File: config.mk
export PLATFORM = sky130hd
export DESIGN_NAME = seq_magnitude_comparator
export DESIGN_NICKNAME = d
export VERILOG_FILES = /design/src/rtl/seq_cmp_pkg.sv /design/src/rtl/chunk_compare.sv /design/src/rtl/seq_magnitude_comparator.sv
export SDC_FILE = /design/constraint.sdc
export NUM_CORES = 1
export LEC_CHECK = 0
export ABC_CLOCK_PERIOD_IN_PS = 6860
export CAP_MARGIN = 0
export CORE_MARGIN = 5
export CORE_UTILIZATION = 55
export DETAILED_ROUTE_END_ITERATION = 16
export PLACE_DENSITY = 0.85
export SLEW_MARGIN = 20
export SYNTH_ARGS = -nofsm -noshare
export SYNTH_HDL_FRONTEND = slang
export SYNTH_SLANG_ARGS = --single-unit
File: constraint.sdc
create_clock -name clk_i -period 6.86 [get_ports clk_i]
set_input_delay 1.372 -clock clk_i [delete_from_list [all_inputs] [get_ports clk_i]]
set_output_delay 1.372 -clock clk_i [all_outputs]
set_load 0.005 [all_outputs]
File: src/rtl/seq_cmp_pkg.sv
// Shared types and helpers for the sequential magnitude comparator.
//   state_t      : controller FSM states
//   cmp_result_t : registered lt/eq/gt result flags
//   nchunk()     : ceiling division of operand width by chunk width
package seq_cmp_pkg;

  typedef enum logic [1:0] {
    IDLE    = 2'd0,
    COMPARE = 2'd1,
    DONE    = 2'd2
  } state_t;

  typedef struct packed {
    logic lt;
    logic eq;
    logic gt;
  } cmp_result_t;

  function automatic int unsigned nchunk(int unsigned width, int unsigned chunk);
    return (width + chunk - 1) / chunk;
  endfunction

endpackage

File: src/rtl/chunk_compare.sv
// Combinational unsigned magnitude compare of one CHUNK-bit slice.
//   a_i, b_i : slice operands
//   lt_o     : a_i < b_i
//   eq_o     : a_i == b_i
//   gt_o     : a_i > b_i
module chunk_compare #(
  parameter int unsigned CHUNK = 4
) (
  input  logic [CHUNK-1:0] a_i,
  input  logic [CHUNK-1:0] b_i,
  output logic             lt_o,
  output logic             eq_o,
  output logic             gt_o
);

  assign lt_o = (a_i < b_i);
  assign eq_o = (a_i == b_i);
  assign gt_o = (a_i > b_i);

endmodule

File: src/rtl/seq_magnitude_comparator.sv
// Multi-cycle magnitude comparator. Operands are compared MSB-first, CHUNK bits per
// clock, stopping at the first differing chunk. Signed mode is handled by flipping the
// sign bit at capture (offset binary), so the datapath is always an unsigned compare.
//   clk_i, rst_n_i      : clock, asynchronous active-low reset
//   start_i             : request, sampled only in IDLE
//   signed_i            : 1 = two's-complement compare
//   A_i, B_i            : operands, captured on accepted start
//   busy_o              : high in COMPARE and DONE
//   done_o              : one-cycle pulse when result flags become valid
//   A_*_B_o             : registered result flags, held until the next capture
module seq_magnitude_comparator
  import seq_cmp_pkg::*;
#(
  parameter int unsigned WIDTH = 17,
  parameter int unsigned CHUNK = 4
) (
  input  logic             clk_i,
  input  logic             rst_n_i,
  input  logic             start_i,
  input  logic             signed_i,
  input  logic [WIDTH-1:0] A_i,
  input  logic [WIDTH-1:0] B_i,
  output logic             busy_o,
  output logic             done_o,
  output logic             A_less_than_B_o,
  output logic             A_equal_B_o,
  output logic             A_greater_than_B_o
);

  localparam int unsigned NCHUNK = nchunk(WIDTH, CHUNK);
  localparam int unsigned PW     = NCHUNK * CHUNK;
  localparam int unsigned IW     = (NCHUNK > 1) ? $clog2(NCHUNK) : 1;

  state_t         state_q, state_d;
  logic [IW-1:0]  idx_q, idx_d;
  logic [PW-1:0]  a_q, a_d, b_q, b_d;
  logic           done_q, done_d;
  cmp_result_t    res_q, res_d;

  logic [CHUNK-1:0] a_slice, b_slice;
  logic             c_lt, c_eq, c_gt;
  logic [PW-1:0]    a_ext, b_ext;

  assign a_slice = a_q[int'(idx_q) * CHUNK +: CHUNK];
  assign b_slice = b_q[int'(idx_q) * CHUNK +: CHUNK];

  chunk_compare #(
    .CHUNK (CHUNK)
  ) u_chunk_compare (
    .a_i  (a_slice),
    .b_i  (b_slice),
    .lt_o (c_lt),
    .eq_o (c_eq),
    .gt_o (c_gt)
  );

  // Zero-extend into the padded width; padding is equal in both so it never decides.
  always_comb begin
    a_ext = '0;
    b_ext = '0;
    a_ext[WIDTH-1:0] = A_i;
    b_ext[WIDTH-1:0] = B_i;
    if (signed_i) begin
      a_ext[WIDTH-1] = ~A_i[WIDTH-1];
      b_ext[WIDTH-1] = ~B_i[WIDTH-1];
    end
  end

  always_comb begin
    state_d = state_q;
    idx_d   = idx_q;
    a_d     = a_q;
    b_d     = b_q;
    res_d   = res_q;
    done_d  = 1'b0;
    unique case (state_q)
      IDLE: begin
        if (start_i) begin
          a_d     = a_ext;
          b_d     = b_ext;
          idx_d   = IW'(NCHUNK - 1);
          res_d   = '0;
          state_d = COMPARE;
        end
      end
      COMPARE: begin
        if (!c_eq) begin
          res_d   = '{lt: c_lt, eq: 1'b0, gt: c_gt};
          done_d  = 1'b1;
          state_d = DONE;
        end else if (idx_q == '0) begin
          res_d   = '{lt: 1'b0, eq: 1'b1, gt: 1'b0};
          done_d  = 1'b1;
          state_d = DONE;
        end else begin
          idx_d = idx_q - IW'(1);
        end
      end
      DONE: begin
        state_d = IDLE;
      end
      default: begin
        state_d = IDLE;
      end
    endcase
  end

  always_ff @(posedge clk_i or negedge rst_n_i) begin
    if (!rst_n_i) begin
      state_q <= IDLE;
      idx_q   <= '0;
      a_q     <= '0;
      b_q     <= '0;
      done_q  <= 1'b0;
      res_q   <= '0;
    end else begin
      state_q <= state_d;
      idx_q   <= idx_d;
      a_q     <= a_d;
      b_q     <= b_d;
      done_q  <= done_d;
      res_q   <= res_d;
    end
  end

  assign busy_o             = (state_q != IDLE);
  assign done_o             = done_q;
  assign A_less_than_B_o    = res_q.lt;
  assign A_equal_B_o        = res_q.eq;
  assign A_greater_than_B_o = res_q.gt;

endmodule

# Word-level counts from Yosys, hierarchy flattened
# Cells that the tools add are included.
dict set report totals {
  output_inout_bits 5
  wordCells 46
  regBits 43
}
dict set report classes {
  bitwise_logic 2
  n_shift 2
  magnitude_cmp 2
  eq_ne 6
  n_reduce_logical 8
  addsub 1
  mux 17
}
# operator count
set op_table {}
lappend op_table {{20-bit by 6-bit variable part select with 4-bit output} 2}
lappend op_table {{3-bit 2-to-1 mux} 6}
lappend op_table {{3-bit case mux with 2 select lines} 2}
lappend op_table {{2-bit 2-to-1 mux} 3}
lappend op_table {{2-bit != test (second input constant)} 3}
lappend op_table {{1-bit 2-to-1 mux} 5}
lappend op_table {{4-bit equality test} 1}
lappend op_table {{4-bit greater-than comparator} 1}
lappend op_table {{4-bit less-than comparator} 1}
lappend op_table {{2-bit case mux with 2 select lines} 1}
lappend op_table {{2-bit AND reduction} 2}
lappend op_table {{4-bit AND reduction} 1}
lappend op_table {{2-bit nonzero test} 2}
lappend op_table {{3-bit logical NOT} 1}
lappend op_table {{3-bit != test (second input constant)} 1}
lappend op_table {{3-bit AND reduction} 1}
lappend op_table {{3-bit by 1-bit subtractor with 3-bit output (second input constant)} 1}
lappend op_table {{2-bit by 1-bit equality test with 1-bit output (second input constant)} 1}
lappend op_table {{2-bit logical NOT} 1}
lappend op_table {{1-bit NOT} 2}

# Logic depth before layout (Yosys ltp)
dict set report logic_depth {
  ltp_word 4
  depth_mapped 10
  mapped_depth_nobuf 8
}

# By module
# A second synthesis with hierarchy kept.
dict set report hier_totals {
  hier_cells 228
  hier_area_um2 2133.3
}
# module instances cells_each area_each_um2 seq_area_each_um2
set modules_own_cells {}
lappend modules_own_cells {seq_magnitude_comparator 1 212 2004.4 1076.0}
lappend modules_own_cells {chunk_compare 1 16 128.9 0.0}

# Worst setup path after synthesis
# OpenSTA, ideal clock, no wires.
dict set report synth_path {
  path_kind {reg-to-reg}
  from {register idx_q[0]}
  to {register idx_q[0]}
  period_less_slack_ps 2351
  setup_ps 74
  arrival_ps 2277
  t_required_ps 6786
  path_slack_ps 4509
  path_stages_with_launch 10
  path_cell_list {dfrtp_1 buf_6 mux4_1 nor2b_1 ha_1 and4_1 clkbuf_1 and3_4 or2_4 o21ai_2}
}
dict set report synth_between {
  elab_chain_len 4
}
# element line
set synth_lines {}
lappend synth_lines {{start: declaration} seq_magnitude_comparator.sv:35} ;# logic [IW-1:0] idx_q, idx_d;
lappend synth_lines {{start signal: assignment} seq_magnitude_comparator.sv:118} ;# idx_q <= idx_d;
lappend synth_lines {{20-bit by 6-bit variable part select with 4-bit output, or another cell as far along} seq_magnitude_comparator.sv:44} ;# assign a_slice = a_q[int'(idx_q) * CHUNK +: CHUNK];
lappend synth_lines {{4-bit equality test or 3-bit 2-to-1 mux (tied branches)} {chunk_compare.sv:17, seq_magnitude_comparator.sv:91}}
lappend synth_lines {{2-bit != test (no source line) or 3-bit 2-to-1 mux (tied branches)} --}
lappend synth_lines {{4-bit AND reduction (no source line) or 3-bit case mux with 2 select lines (tied branches)} --}
# Several ways; a longest one is shown, not always the timed one. The select of a mux whose other input is x is not followed.
# A chain may end at the register's enable or synchronous reset.

# Final worst setup path
dict set report layout_path {
  from {input start_i}
  to {register res_q, in the netlist A_greater_than_B_o}
}
dict set report layout_between {
  elab_chain_len 2
}
# element line
set layout_lines {}
lappend layout_lines {{start: declaration} seq_magnitude_comparator.sv:19} ;# input logic start_i,
lappend layout_lines {{2-bit != test (no source line)} --}
lappend layout_lines {{3-bit AND reduction (no source line)} --}
lappend layout_lines {{end signal: assignment} seq_magnitude_comparator.sv:122} ;# res_q <= res_d;
lappend layout_lines {{end: declaration} seq_magnitude_comparator.sv:38} ;# cmp_result_t res_q, res_d;
# No other way between the ends.

==> out/qor.yml <==
slew_headroom: 0.392
cts_buffers: 5
cp-start-kind: "input port"
globalplace.congestion: 0.773
synth_area_mm2: 0.00213
io_pins: 43
yosys.area_share.adder: 0.0352
antenna_found_initial: 0
final_nets: 304
ys_warn_count: 0
ff2ff_setup_slack_ps: 4190
area_delta_synth_final_pct: 22.7
worstHoldPathType: "flip-flop to flip-flop"
finalSetupTns_ps: 0
clkTransAtPathRegs_ps: 70
synth-seq-area-share: 0.505
outcome: "complete, no violations"
core_area_mm2: 0.00372
hold_buffers: 0
drt_iter0_drc: 58
maxCapViolations: 0
cts_max_path_buffers: 2
die_area_mm2: 0.00522
layout_commonest_cell: "nand2_1"
ir_worst_vdd_uv: 202
crit_path_end: "A_greater_than_B_o"
die_y_um: 72.2
crit_path_start: "start_i"
vias: 1555
crit_path_max_incr_delay_ps: 780
finalClockSkew_ps: 5.34
clkLatencyLatePin_ps: 300
critPathArrivalTime_ps: 3140
crit_chain: "clkdlybuf4s50_1, or3b_2, o21ai_1, nor2_1, a22o_1"
syn_inst: 222
grt_remaining_overflow: 0
synth_area_leaders: "dfrtp_1 50%, nand2_1 18%, mux4_1 8.6%"
period_share: 0.431
drive_gt1_frac: 0.0575
fill_cells: 298
tritoncts: "built"
timing.fmax_ghz: 0.338
synth_nets: 266
drt-wirelength-per-cell_um: 13.1
power.density_mw_per_mm2: 396
vias_per_cell: 5.03
synth_area_per_cell_um2: 9.60
grt_pass1_vias: 1575
p_leak_uw: 0.00126
antenna_cells: 0
endpoint_kind: "flip-flop"
rsz0062_at_grt: "false"
finalSetupViolCount: 0
synth-seq-cells: 43
grt_max_degree: 44
synthSimpleGateAreaFrac: 0.258
cts_resized: 0
post_cts_buffers: 0
final_cell_mix: "103 x nand2_1, 43 x dfrtp_1, 41 x clkdlybuf4s50_1, 7 x mux4_1"
r2r_cells: 6
cts-htree-levels: 2
path_max_fanout: 38
core.rowCount: 22
fin_ws_ps: 3900
synthMuxAreaShare: 0.102
crit_type: "input port to flip-flop"
max_slew.worst_pin.slew_ps: 912
finalWirelength_mm: 4.04
cts_sinks: 43
grt_usage: 0.172
synth-compound-area-share: 0.0470
portBuffers: 42
synth_top_area_cell: "dfrtp_1"
required_ps: 7050
start_util: 0.573
synthXorXnorAreaFrac: 0.00822
crit_slowest_cell: "or3b_2"
final_antenna_net_count: 0
synth_top_family_by_area: "simple AND/OR/NAND/NOR gates"
die-width_um: 72.2
report.final.slew_viol_count: 0
synth_cell_types: 31
report.final.hold_viol_count: 0
reg2reg_from: "idx_q[0]"
p_total_uw: 1040
dp_hpwl_mm: 2.87
min_period_ps: 2960
grt_pass1_wl_mm: 6.89
r2r-end: "idx_q[1]"
cts_root_buffer: "clkbuf_8"
placed_cells: 301
post-place-ws_ps: 3450
drc: 0
fin_cells: 309
dr.pass1.iters: 4
yosys.area.top_type_share: 0.505
-- registers in the layout, summed over array words and instances, names as in the netlist --
name,count
A_greater_than_B_o,1
state_q,2
a_q,17
idx_q,3
b_q,17
A_equal_B_o,1
done_o,1
A_less_than_B_o,1
-- worst min-delay path by stage --
stage                       start  endpoint  slack, ps  cells after the start
after detailed placement   b_q[0]    b_q[0]        460                      2
after global placement    a_q[11]   a_q[11]        450                      2
after CTS                  b_q[3]    b_q[3]        470                      2
final                      b_q[3]    b_q[3]        470                      2
after global routing       b_q[3]    b_q[3]        500                      2
after floorplan            a_q[5]    a_q[5]        440                      2
-- cell families (layout without fill, tap and decap cells) --
| family | Yosys count | in the layout |
|---|---|---|
| xor gates and xnor gates | 2 | 2 |
| muxes | 9 | 9 |
| buffers and inverters | 16 | 55 |
| DFF | 43 | 43 |
| and+or+nand+nor | 129 | 129 |
| AOI/OAI and AO/OA | 17 | 17 |
| adders and majority gates | 6 | 6 |
-- routing by layer --
layer | part of all wire | GRT usage | vias to the layer above
li1 | - | - | 798
met1 | 0.45 | 0.210 | 716
met2 | 0.48 | 0.288 | 33
met3 | 0.053 | 0.0471 | 8
met4 | 0.017 | 0.0689 | 0
met5 | 0 | 0 | -
-- Yosys cell counts --
cell type	number
o211ai_1	1
inv_1	5
or2_2	1
or2_4	1
mux2i_1	1
nor2b_1	5
nor2_1	5
a31oi_1	1
mux4_2	1
a22o_1	1
and3_4	1
nand4_1	1
buf_6	4
ha_1	6
nand2_1	103
a21oi_1	5
o21ai_0	6
buf_2	5
o21ai_2	1
and4_1	1
nor3_1	2
xnor2_1	2
clkbuf_1	2
o21ai_1	1
nand2b_1	5
nor2_4	1
nand3_1	2
mux4_1	7
o2bb2ai_1	1
dfrtp_1	43
or3b_1	1
-- worst max-delay path: cells and delay by family --
kind                   cells  cell delay [ps]
and+or+nand+nor            2              860
buffers and inverters      1              490
AOI/OAI and AO/OA          2              410
-- cell type report --
class                           count  area, um2  area share
Clock inverter                      2       12.5     0.00479
Inverter                            5       18.8     0.00718
Clock buffer                        6       72.6      0.0278
Multi-Input combinational cell    163        958       0.367
Sequential cell                    43       1080       0.412
Tap cell                           48       60.1      0.0230
Timing Repair Buffer               42        415       0.159
-- where the power goes --
| part | switching (uW) | internal [uW] | total [uW] |
|---|---|---|---|
| registers | 78.2 | 369 | 447 |
| logic | 218 | 216 | 434 |
| clock network | 83.5 | 71.1 | 155 |
-- metrics by stage --
stage / instance area, um2 / hold slack, ps / util
6_report: 2610 / 469 / 0.703
5_1_grt: 2610 / 497 / 0.703
4_1_cts: 2610 / 475 / 0.703
3_5_place_dp: 2530 / 456 / 0.680
3_3_place_gp: 2530 / 451 / 0.680
2_1_floorplan: 2130 / 437 / -
Power figures use the tool's default switching activity.
